$ cat src/rtl/spi_frame_sequencer.sv
// spi_frame_sequencer: walks a constant word table, framing words under an
// active-low sync and handing each word to a byte-wide SPI master with a
// one-cycle start pulse. Power-up delay, optional looping, trigger and abort.
module spi_frame_sequencer #(
  parameter int                          DATA_W    = 8,
  parameter int                          NUM_WORDS = 7,
  parameter logic [NUM_WORDS*DATA_W-1:0] INIT_DATA = '0,
  parameter logic [NUM_WORDS-1:0]        FRAME_END = '0,
  parameter int                          PWR_WAIT  = 1000,
  parameter int                          GAP_CYC   = 2,
  parameter bit                          LOOP      = 1'b0,
  localparam int                         IDX_W     = (NUM_WORDS > 1) ? $clog2(NUM_WORDS) : 1
) (
  input  logic              clk,
  input  logic              rst_n,
  input  logic              trig,
  input  logic              abort,
  input  logic              spi_done,
  output logic              start,
  output logic [DATA_W-1:0] data_out,
  output logic              sync,
  output logic [IDX_W-1:0]  word_idx,
  output logic              seq_done
);

  localparam int MAX_CNT = (PWR_WAIT > GAP_CYC) ? PWR_WAIT : GAP_CYC;
  localparam int CNT_W   = $clog2(MAX_CNT + 1);

  localparam logic [CNT_W-1:0] PWR_LAST = CNT_W'(PWR_WAIT);
  localparam logic [CNT_W-1:0] GAP_LAST = CNT_W'(GAP_CYC - 1);
  localparam logic [IDX_W-1:0] LAST_IDX = IDX_W'(NUM_WORDS - 1);

  typedef enum logic [2:0] {
    S_WAIT_PWR, S_CS_SETUP, S_START, S_XFER, S_GAP, S_DONE
  } state_t;

  state_t              state, state_nx;
  logic [CNT_W-1:0]    cnt, cnt_nx;
  logic [IDX_W-1:0]    idx_nx;
  logic                frame_end;
  logic                active_nx;
  logic [DATA_W-1:0]   table_w [NUM_WORDS];

  for (genvar i = 0; i < NUM_WORDS; i++) begin : g_tbl
    assign table_w[i] = INIT_DATA[i*DATA_W +: DATA_W];
  end

  // data_out follows the registered index only, so it cannot glitch mid-word
  assign data_out  = table_w[word_idx];
  // the final table word always closes a frame
  assign frame_end = FRAME_END[word_idx] | (word_idx == LAST_IDX);

  // Next-state, next-index and counter decode
  always_comb begin
    state_nx = state;
    idx_nx   = word_idx;
    unique case (state)
      // cnt holds the number of edges already spent here, so sync falls
      // on edge PWR_WAIT (edge 0 when PWR_WAIT is 0)
      S_WAIT_PWR: if (cnt == PWR_LAST) state_nx = S_CS_SETUP;
      S_CS_SETUP: state_nx = S_START;
      S_START:    state_nx = S_XFER;
      S_XFER: if (spi_done) begin
        idx_nx   = (word_idx == LAST_IDX) ? '0 : word_idx + 1'b1;
        state_nx = frame_end ? S_GAP : S_START;
      end
      // index back at 0 means the word just sent was the last table entry
      S_GAP: if (cnt == GAP_LAST)
        state_nx = ((word_idx != '0) || LOOP) ? S_CS_SETUP : S_DONE;
      S_DONE: if (trig) begin
        state_nx = S_CS_SETUP;
        idx_nx   = '0;
      end
      default: state_nx = S_WAIT_PWR;
    endcase
    // abort wins over a coincident spi_done
    if (abort && (state inside {S_CS_SETUP, S_START, S_XFER, S_GAP})) begin
      state_nx = S_DONE;
      idx_nx   = '0;
    end
    // counter restarts on every state entry and only runs in timed states
    if (state_nx != state)                           cnt_nx = '0;
    else if ((state == S_WAIT_PWR) || (state == S_GAP)) cnt_nx = cnt + 1'b1;
    else                                             cnt_nx = '0;
    active_nx = state_nx inside {S_CS_SETUP, S_START, S_XFER};
  end

  // State, counter, index and registered output decode
  always_ff @(posedge clk or negedge rst_n) begin
    if (!rst_n) begin
      state    <= S_WAIT_PWR;
      cnt      <= '0;
      word_idx <= '0;
      sync     <= 1'b1;
      start    <= 1'b0;
      seq_done <= 1'b0;
    end else begin
      state    <= state_nx;
      cnt      <= cnt_nx;
      word_idx <= idx_nx;
      sync     <= !active_nx;
      start    <= (state_nx == S_START);
      seq_done <= (state_nx == S_DONE);
    end
  end

endmodule

$ cat config.mk
export PLATFORM = sky130hd
export DESIGN_NAME = spi_frame_sequencer
export DESIGN_NICKNAME = d
export VERILOG_FILES = /design/src/rtl/spi_frame_sequencer.sv
export SDC_FILE = /design/constraint.sdc
export NUM_CORES = 1
export LEC_CHECK = 0
export BUFFER_PORTS_ARGS = -buffer_cell sky130_fd_sc_hd__buf_2
export CORE_MARGIN = 1
export CORE_UTILIZATION = 50
export DETAILED_ROUTE_END_ITERATION = 8
export PLACE_DENSITY = 0.81
export RECOVER_POWER = 100
export SLEW_MARGIN = 20
export SYNTH_ARGS = -nofsm -noshare
export SYNTH_HDL_FRONTEND = slang
export SYNTH_SLANG_ARGS = --single-unit
$ cat constraint.sdc
create_clock -name clk -period 5.5 [get_ports clk]
set_clock_uncertainty 0.05 [all_clocks]
set_input_delay 1.375 -clock clk [delete_from_list [all_inputs] [get_ports clk]]
set_output_delay 1.375 -clock clk [all_outputs]
set_load 0.1 [all_outputs]
-- Yosys cells after proc, flatten, opt, wreduce, memory -nomap -nowiden
Memories as Yosys holds them, arrays and structs flattened.
Cells that the tools add are included.
- add/sub/neg operators: 2
- order comparisons: 2
- equal/unequal tests: 15
- mux-type cells: 18
- bitwise logic cells: 2
- reduce and logical (&&, ||, !) cells: 9
- operators by type and width (operator ; number):
    $mux 3 ; 11
    $mux 10 ; 2
    $pmux 3 s6 ; 1
    $mux 8 ; 2
    $eq 3x2->1 const B ; 4
    $eq 3x3->1 const B ; 4
    $add 10x1->10 const B ; 1
    $eq 10x1->1 const B ; 1
    $eq 10x10->1 const B ; 1
    $reduce_bool 3->1 ; 3
    $eq 3x1->1 const B ; 2
    $pmux 3 s2 ; 1
    $ge 4x4->1 const B ; 1
    $lt 3x4->1 const B ; 1
    $not 3->4 ; 1
    $reduce_bool 4->1 ; 1
    $add 3x1->3 const B ; 1
    $logic_not 3->1 ; 1
    $ne 3x2->1 const B ; 1
    $ne 3x3->1 ; 1
    $ne 3x3->1 const B ; 1
    $reduce_and 3->1 ; 1
    $logic_and 1x1->1 ; 1
    $logic_not 1->1 ; 1
    3 further kinds ; 3
- register bits after elaboration: 19
- bits in read-only memories: 72
- bits of input ports: 5
- output and inout port bits: 14
- logic and storage cells: 56
- memories kept: 2
- memories (memory ; words ; width ; rd ports ; clocked after Yosys merged registers in ; wr ports ; line ; RTL):
    (name not given) ; 8 ; 8 ; 1 ; 0 ; 0 ; 49 ; assign data_out = table_w[word_idx];
    (name not given) ; 8 ; 1 ; 1 ; 0 ; 0 ; 51 ; assign frame_end = FRAME_END[word_idx] | (word_idx == LAST_IDX);

-- Logic depth before layout (Yosys ltp)
Gate-level depths: netlist (run 1).
- word-level depth: 10
- mapped depth: 8
- gate-level depth less buffers: 7

-- Least setup slack after synthesis (run 1)
Ideal clock, no wire load.
- path kind: input port to flip-flop
- from: input port abort
- to: register word_idx[1]
- setup time: 0.083 ns
- data arrival time: 2.495 ns
- data required time: 5.367 ns
- path slack: 2.872 ns
- stages: 5
- buffers on the path: 1
- path through: clkbuf_1 or4b_2 nor2_1 o21ai_0 o21ai_0
- cells in the longest elaborated chain, start to end: 3
- elaborated cells between the ends (all ways): 6
- those cells by class: eq/ne: 2; mux: 1; reduce/logical: 3
- ends and longest elaborated chain (item ; line ; RTL):
    from (decl) ; 17 ; input logic abort,
    $logic_and 1x1->1 (*) ; 77 ; if (abort && (state inside {S_CS_SETUP, S_START, S_XFER, S_GAP})) begin
    $ne 3x2->1 (no line) (tied with other cells) ; n/a ;
    $reduce_and 3->1 (no line) ; n/a ;
    to (signal assigned) ; 100 ; word_idx <= idx_nx;
    to (decl) ; 22 ; output logic [IDX_W-1:0] word_idx,
Every way passes the cells marked *; elsewhere a longest branch is shown, timed or not.
A chain may end at the register's enable or synchronous reset.

-- Worst setup path after layout (run 1)
- from: register sync
- to: output port sync
- RTL lines (item ; line ; RTL):
    from (decl) ; 21 ; output logic sync,
    from (signal assigned) ; 101 ; sync <= !active_nx;
No word-level cell between the ends.

==> results of run 1 <==
## layer usage
layer / track usage, % / vias up / share of wire (%)
met5: 0 / - / 0
met4: 2.38 / 0 / 0.45
met1: 21.3 / 401 / 46
li1: - / 441 / -
met3: 7.10 / 2 / 5.1
met2: 30.2 / 18 / 49
## sequential cells by signal, summed over array words and instances (netlist names)
| name | flops |
|---|---|
| sync | 1 |
| start | 1 |
| word_idx | 3 |
| seq_done | 1 |
| state | 3 |
| cnt | 10 |
## cell type report
cell class	instances	area, µm²	share of cell area (%)
Sequential cell	19	477	40.7
Timing Repair Buffer	10	38.8	3.31
Multi-Input combinational cell	93	578	49.3
Inverter	5	18.8	1.60
Clock buffer	4	26.3	2.24
Tap cell	27	33.8	2.88
## where the power goes
group          internal, mW  switching [mW]  total [mW]
clock                0.0282          0.0415      0.0697
sequential            0.164          0.0401       0.204
combinational        0.0731           0.190       0.263
total                 0.265           0.272       0.537
## Yosys cell counts (all sizes together)
library cell	n
o22ai	1
a21o	2
nor3	12
a31oi	1
buf	10
or4	2
nand2	7
or2	2
xor2	5
dfstp	1
clkbuf	3
nand4b	1
a21oi	4
or3b	1
dfrtp	18
conb	1
nor4bb	1
and3	2
nor2b	2
o21ai	5
o221a	1
nor4	4
nand3	7
nor2	9
mux2i	1
or4b	1
o32ai	1
a211oi	2
inv	5
ha	3
nand2b	1
nor4b	1
a221oi	1
nand4	1
xnor2	4
## through the flow
step / hold slack (ns) / worst slack [ns] / area [µm²] / cells / total power, mW
after floorplan: 0.454 / 2.87 / 1170 / 130 / 0.449
after global placement: 0.480 / 2.81 / 1160 / 154 / 0.472
after detailed placement: 0.494 / 2.75 / 1160 / 154 / 0.480
after CTS: 0.515 / 2.81 / 1190 / 158 / 0.552
after global routing: 0.560 / 2.33 / 1170 / 158 / 0.579
final: 0.511 / 2.40 / 1170 / 158 / 0.537
## cell families after synthesis
family          Yosys count  synth area share [%]
flops                    19                  41.8
other cells               1                 0.329
compound gates           18                  10.5
xor+xnor                  9                  6.91
buf+inv                  18                  9.32
mux                       1                 0.877
simple gates             54                  27.0
fa+ha+maj                 3                  3.29
## worst min path at each step
stage	from	to	slack [ns]	depth (start not counted)
4_1_cts	cnt[0]	cnt[0]	0.52	1
2_1_floorplan	cnt[0]	cnt[0]	0.45	1
6_report	cnt[0]	cnt[0]	0.51	1
5_1_grt	cnt[0]	cnt[0]	0.56	1
3_3_place_gp	word_idx[2]	word_idx[2]	0.48	1
3_5_place_dp	cnt[0]	cnt[0]	0.49	1
==> impl_metrics.py, run 1 <==
metrics = {
    "sta": {
        "post-route-min-period_ns": 3.10,
        "setup_viol": 0,
        "hold_viol": 0,
        "rsz0062_at_grt": "false",
        "drv_slew": 0,
        "min_period_over_period_pct": 56.4,
        "setup_tns_ns": 0,
        "fmax_mhz": 323,
        "maxSlewHeadroom_pct": 22.7,
        "worst_pin_slew_ns": 1.16,
    },
    "setup_path": {
        "path_depth": 1,
        "required_ns": 4.07,
        "cp.buffers_inverters": 1,
        "cp-end-kind": "primary output",
        "crit_type": "flip-flop to primary output",
        "reg2reg_depth": 7,
        "slowest_stage": "clkbuf_1",
        "worstSetupStartpoint": "sync",
        "slowest_delay_ns": 0.85,
        "path_cells": "clkbuf_1",
        "regToRegSetupSlack_ns": 2.88,
        "crit-reg2reg-launch": "cnt[1]",
        "r2r-end": "cnt[6]",
        "crit_path_end": "sync",
        "cp_max_fo": 1,
        "worst_ep_arrival_time_ns": 1.67,
        "worst_setup_path_start_kind": "flip-flop",
        "path_delay_family": "buffers and inverters",
    },
    "routing": {
        "final_antenna_net_count": 0,
        "drc": 0,
        "wl_per_cell_um": 12.6,
        "postRouteWirelength_um": 1990,
        "first_pass_iters": 4,
        "viasPerCell": 5.46,
        "drtIter0Drc": 14,
        "via_count": 862,
    },
    "global_route": {
        "grt_max_degree": 20,
        "gr-total-overflow": 0,
        "grt_pass1_wl_um": 3310,
        "grt_usage_pct": 17.7,
        "grt_pass1_vias": 776,
        "antenna_found_initial": 0,
    },
    "min_path": {
        "hp-class": "flip-flop to flip-flop",
    },
    "clock_tree": {
        "cts.sinks": 19,
        "cts_buffer_depth": 2,
        "numCtsBuffers": 3,
        "cts_tree": "done",
        "holdBufCountCts": 0,
        "cts_root_buffer": "clkbuf_4",
        "clk_pin_slew_worst_paths_ns": 0.11,
        "postCtsSetupBuffers": 0,
        "cts_resized": 0,
        "clock_latency_ns": 0.30,
        "htree_levels": 1,
    },
    "final_layout": {
        "final_cell_mix": "dfrtp_1 (18), nor3_1 (12), clkbuf_1 (10)",
        "antennaDiodeCount": 0,
        "syn_to_final_growth_pct": 2.74,
        "layout_commonest_cell": "dfrtp_1",
        "nFillCells": 184,
        "drive_above_1_share_pct": 9.92,
        "nets": 140,
        "postLayoutCoreUtil_pct": 56.9,
    },
    "synth": {
        "synth_area_mm2": 0.00114,
        "avgSynthCellArea_um2": 9.28,
        "ys_seq_area_share_pct": 41.8,
        "yosysTopAreaCellShare_pct": 39.5,
        "synth.largest_area_cell": "dfrtp_1",
        "ys_types": 41,
        "synthCells": 123,
        "yosysWarnings": 0,
        "synth_area_leaders": "dfrtp_1 (39%), nor3_1 (5.3%), buf_4 (5.3%)",
        "synth_seq_cells": 19,
    },
    "placement": {
        "place_congestion": 0.858,
        "numPortBuffers": 10,
        "dp_hpwl_um": 1480,
    },
    "power_and_ir_drop": {
        "powerDensity_mw_per_mm2": 458,
        "power_leakage_nw": 0.504,
        "max-vdd-ir-drop_v": 0.000279,
    },
    "status": {
        "run_status": "finished clean",
    },
    "floorplanning": {
        "die_w_um": 49.8,
        "ios": 19,
        "initial_core_util_pct": 55.3,
        "die_area_mm2": 0.00248,
        "die-height_um": 49.8,
        "core_region_area_mm2": 0.00206,
        "fp-row-count": 16,
    },
    "job": {
        "cap_violations": 0,
    },
}
Power figures use the tool's default switching activity.
==> run 2: changes to the inputs <==
--- a/config.mk
+++ b/config.mk
@@ -7,9 +7,9 @@
 export LEC_CHECK = 0
 export BUFFER_PORTS_ARGS = -buffer_cell sky130_fd_sc_hd__buf_2
 export CORE_MARGIN = 1
-export CORE_UTILIZATION = 50
+export CORE_UTILIZATION = 49
 export DETAILED_ROUTE_END_ITERATION = 8
-export PLACE_DENSITY = 0.81
+export PLACE_DENSITY = 0.83
 export RECOVER_POWER = 100
 export SLEW_MARGIN = 20
 export SYNTH_ARGS = -nofsm -noshare
==> constraint.sdc (replaced) <==
create_clock -name clk -period 2.85 [get_ports clk]
set_clock_uncertainty 0.05 [all_clocks]
set_input_delay 0.7125 -clock clk [delete_from_list [all_inputs] [get_ports clk]]
set_output_delay 0.7125 -clock clk [all_outputs]
set_load 0.1 [all_outputs]
==> impl_metrics.py, run 2 (same netlist as run 1, synthesis figures left out) <==
metrics = {
    "status": {
        "run_status": "finished clean",
    },
    "clock_tree": {
        "cts.sinks": 19,
        "cts_buffer_depth": 2,
        "clock_latency_ns": 0.30,
        "cts_root_buffer": "clkbuf_4",
        "numCtsBuffers": 3,
        "postCtsSetupBuffers": 0,
        "cts_tree": "done",
        "holdBufCountCts": 0,
        "htree_levels": 1,
        "clk_pin_slew_worst_paths_ns": 0.10,
        "cts_resized": 0,
    },
    "sta": {
        "maxSlewHeadroom_pct": 22.5,
        "hold_viol": 0,
        "setup_viol": 0,
        "setup_tns_ns": 0,
        "drv_slew": 0,
        "worst_pin_slew_ns": 1.17,
        "post-route-min-period_ns": 2.44,
        "fmax_mhz": 411,
        "whs_ns": 0.481,
        "rsz0062_at_grt": "false",
        "min_period_over_period_pct": 85.5,
    },
    "setup_path": {
        "slowest_stage": "clkbuf_1",
        "crit_type": "flip-flop to primary output",
        "cp.buffers_inverters": 1,
        "r2r-end": "cnt[8]",
        "worst_setup_path_start_kind": "flip-flop",
        "reg2reg_depth": 7,
        "required_ns": 2.09,
        "path_cells": "clkbuf_1",
        "path_delay_family": "buffers and inverters",
        "slowest_delay_ns": 0.85,
        "cp-end-kind": "primary output",
        "cp_max_fo": 1,
        "crit-reg2reg-launch": "cnt[1]",
        "worstSetupStartpoint": "sync",
        "crit_path_end": "sync",
        "worst_ep_arrival_time_ns": 1.67,
        "regToRegSetupSlack_ns": 0.62,
        "path_depth": 1,
    },
    "floorplanning": {
        "fp-row-count": 17,
        "ios": 19,
        "die_w_um": 50.3,
        "die-height_um": 50.3,
        "initial_core_util_pct": 51.6,
        "die_area_mm2": 0.00253,
        "core_region_area_mm2": 0.00221,
    },
    "routing": {
        "viasPerCell": 5.64,
        "wl_per_cell_um": 13.5,
        "via_count": 897,
        "drc": 0,
        "postRouteWirelength_um": 2150,
        "drtIter0Drc": 29,
        "final_antenna_net_count": 0,
        "first_pass_iters": 4,
    },
    "global_route": {
        "grt_pass1_vias": 756,
        "grt_pass1_wl_um": 3440,
        "grt_usage_pct": 18.6,
        "antenna_found_initial": 0,
        "grt_max_degree": 20,
        "gr-total-overflow": 0,
    },
    "final_layout": {
        "top_register": "cnt",
        "nets": 140,
        "nFillCells": 222,
        "top_regs": "cnt: 10 flops, state: 3 flops, word_idx: 3 flops",
        "layout_commonest_cell": "dfrtp_1",
        "drive_above_1_share_pct": 10.7,
        "final_cell_mix": "dfrtp_1 (18), nor3_1 (12), nor2_1 (9)",
        "syn_to_final_growth_pct": 2.52,
        "largest_reg_flops": 10,
        "antennaDiodeCount": 0,
    },
    "placement": {
        "place_congestion": 0.871,
        "numPortBuffers": 10,
        "dp_hpwl_um": 1510,
    },
    "power_and_ir_drop": {
        "power_leakage_nw": 0.508,
        "max-vdd-ir-drop_v": 0.000576,
        "powerDensity_mw_per_mm2": 905,
    },
    "min_path": {
        "hp-class": "input port to async pin",
    },
    "job": {
        "cap_violations": 0,
    },
}
==> run 2: area by class of cell <==
type                            count  area [µm²]  share of cell area (%)
Multi-Input combinational cell     93         572                    48.9
Tap cell                           28        35.0                    2.99
Timing Repair Buffer               10        41.3                    3.53
Clock buffer                        4        26.3                    2.25
Sequential cell                    19         477                    40.7
Inverter                            5        18.8                    1.60
==> run 2: routing by layer <==
metal	track usage, %	routed length [µm]	vias up
met5	0	0	-
met4	5.71	19	0
met3	5.45	83	3
met2	29.6	1030	23
met1	24.2	1010	433
li1	-	-	438
==> run 2: worst min path at each step <==
stage / end / cells after the start / slack (ns) / from
detailed placement: cnt[0] / 1 / 0.50 / cnt[0]
floorplan: cnt[0] / 0 / 0.37 / rst_n
global placement: cnt[0] / 1 / 0.49 / cnt[0]
global route: cnt[0] / 1 / 0.56 / cnt[0]
finish: cnt[6] / 1 / 0.48 / rst_n
CTS: cnt[0] / 1 / 0.28 / rst_n
==> run 2: stage by stage <==
| step | cells | setup slack, ns | total power, mW | cell area [µm²] | util (%) |
|---|---|---|---|---|---|
| 2_1_floorplan | 130 | 0.800 | 0.867 | 1170 | - |
| 3_3_place_gp | 155 | 0.767 | 0.913 | 1160 | 52.7 |
| 3_5_place_dp | 155 | 0.713 | 0.929 | 1160 | 52.7 |
| 4_1_cts | 159 | 0.691 | 1.07 | 1190 | 53.8 |
| 5_1_grt | 159 | 0.374 | 1.13 | 1170 | 52.9 |
| 6_report | 159 | 0.414 | 1.06 | 1170 | 52.9 |
==> run 2: power by group <==
part	total [mW]	switching (mW)	internal, mW
sequential	0.393	0.0762	0.316
combinational	0.528	0.385	0.143
clock	0.138	0.0831	0.0547
total	1.06	0.544	0.514
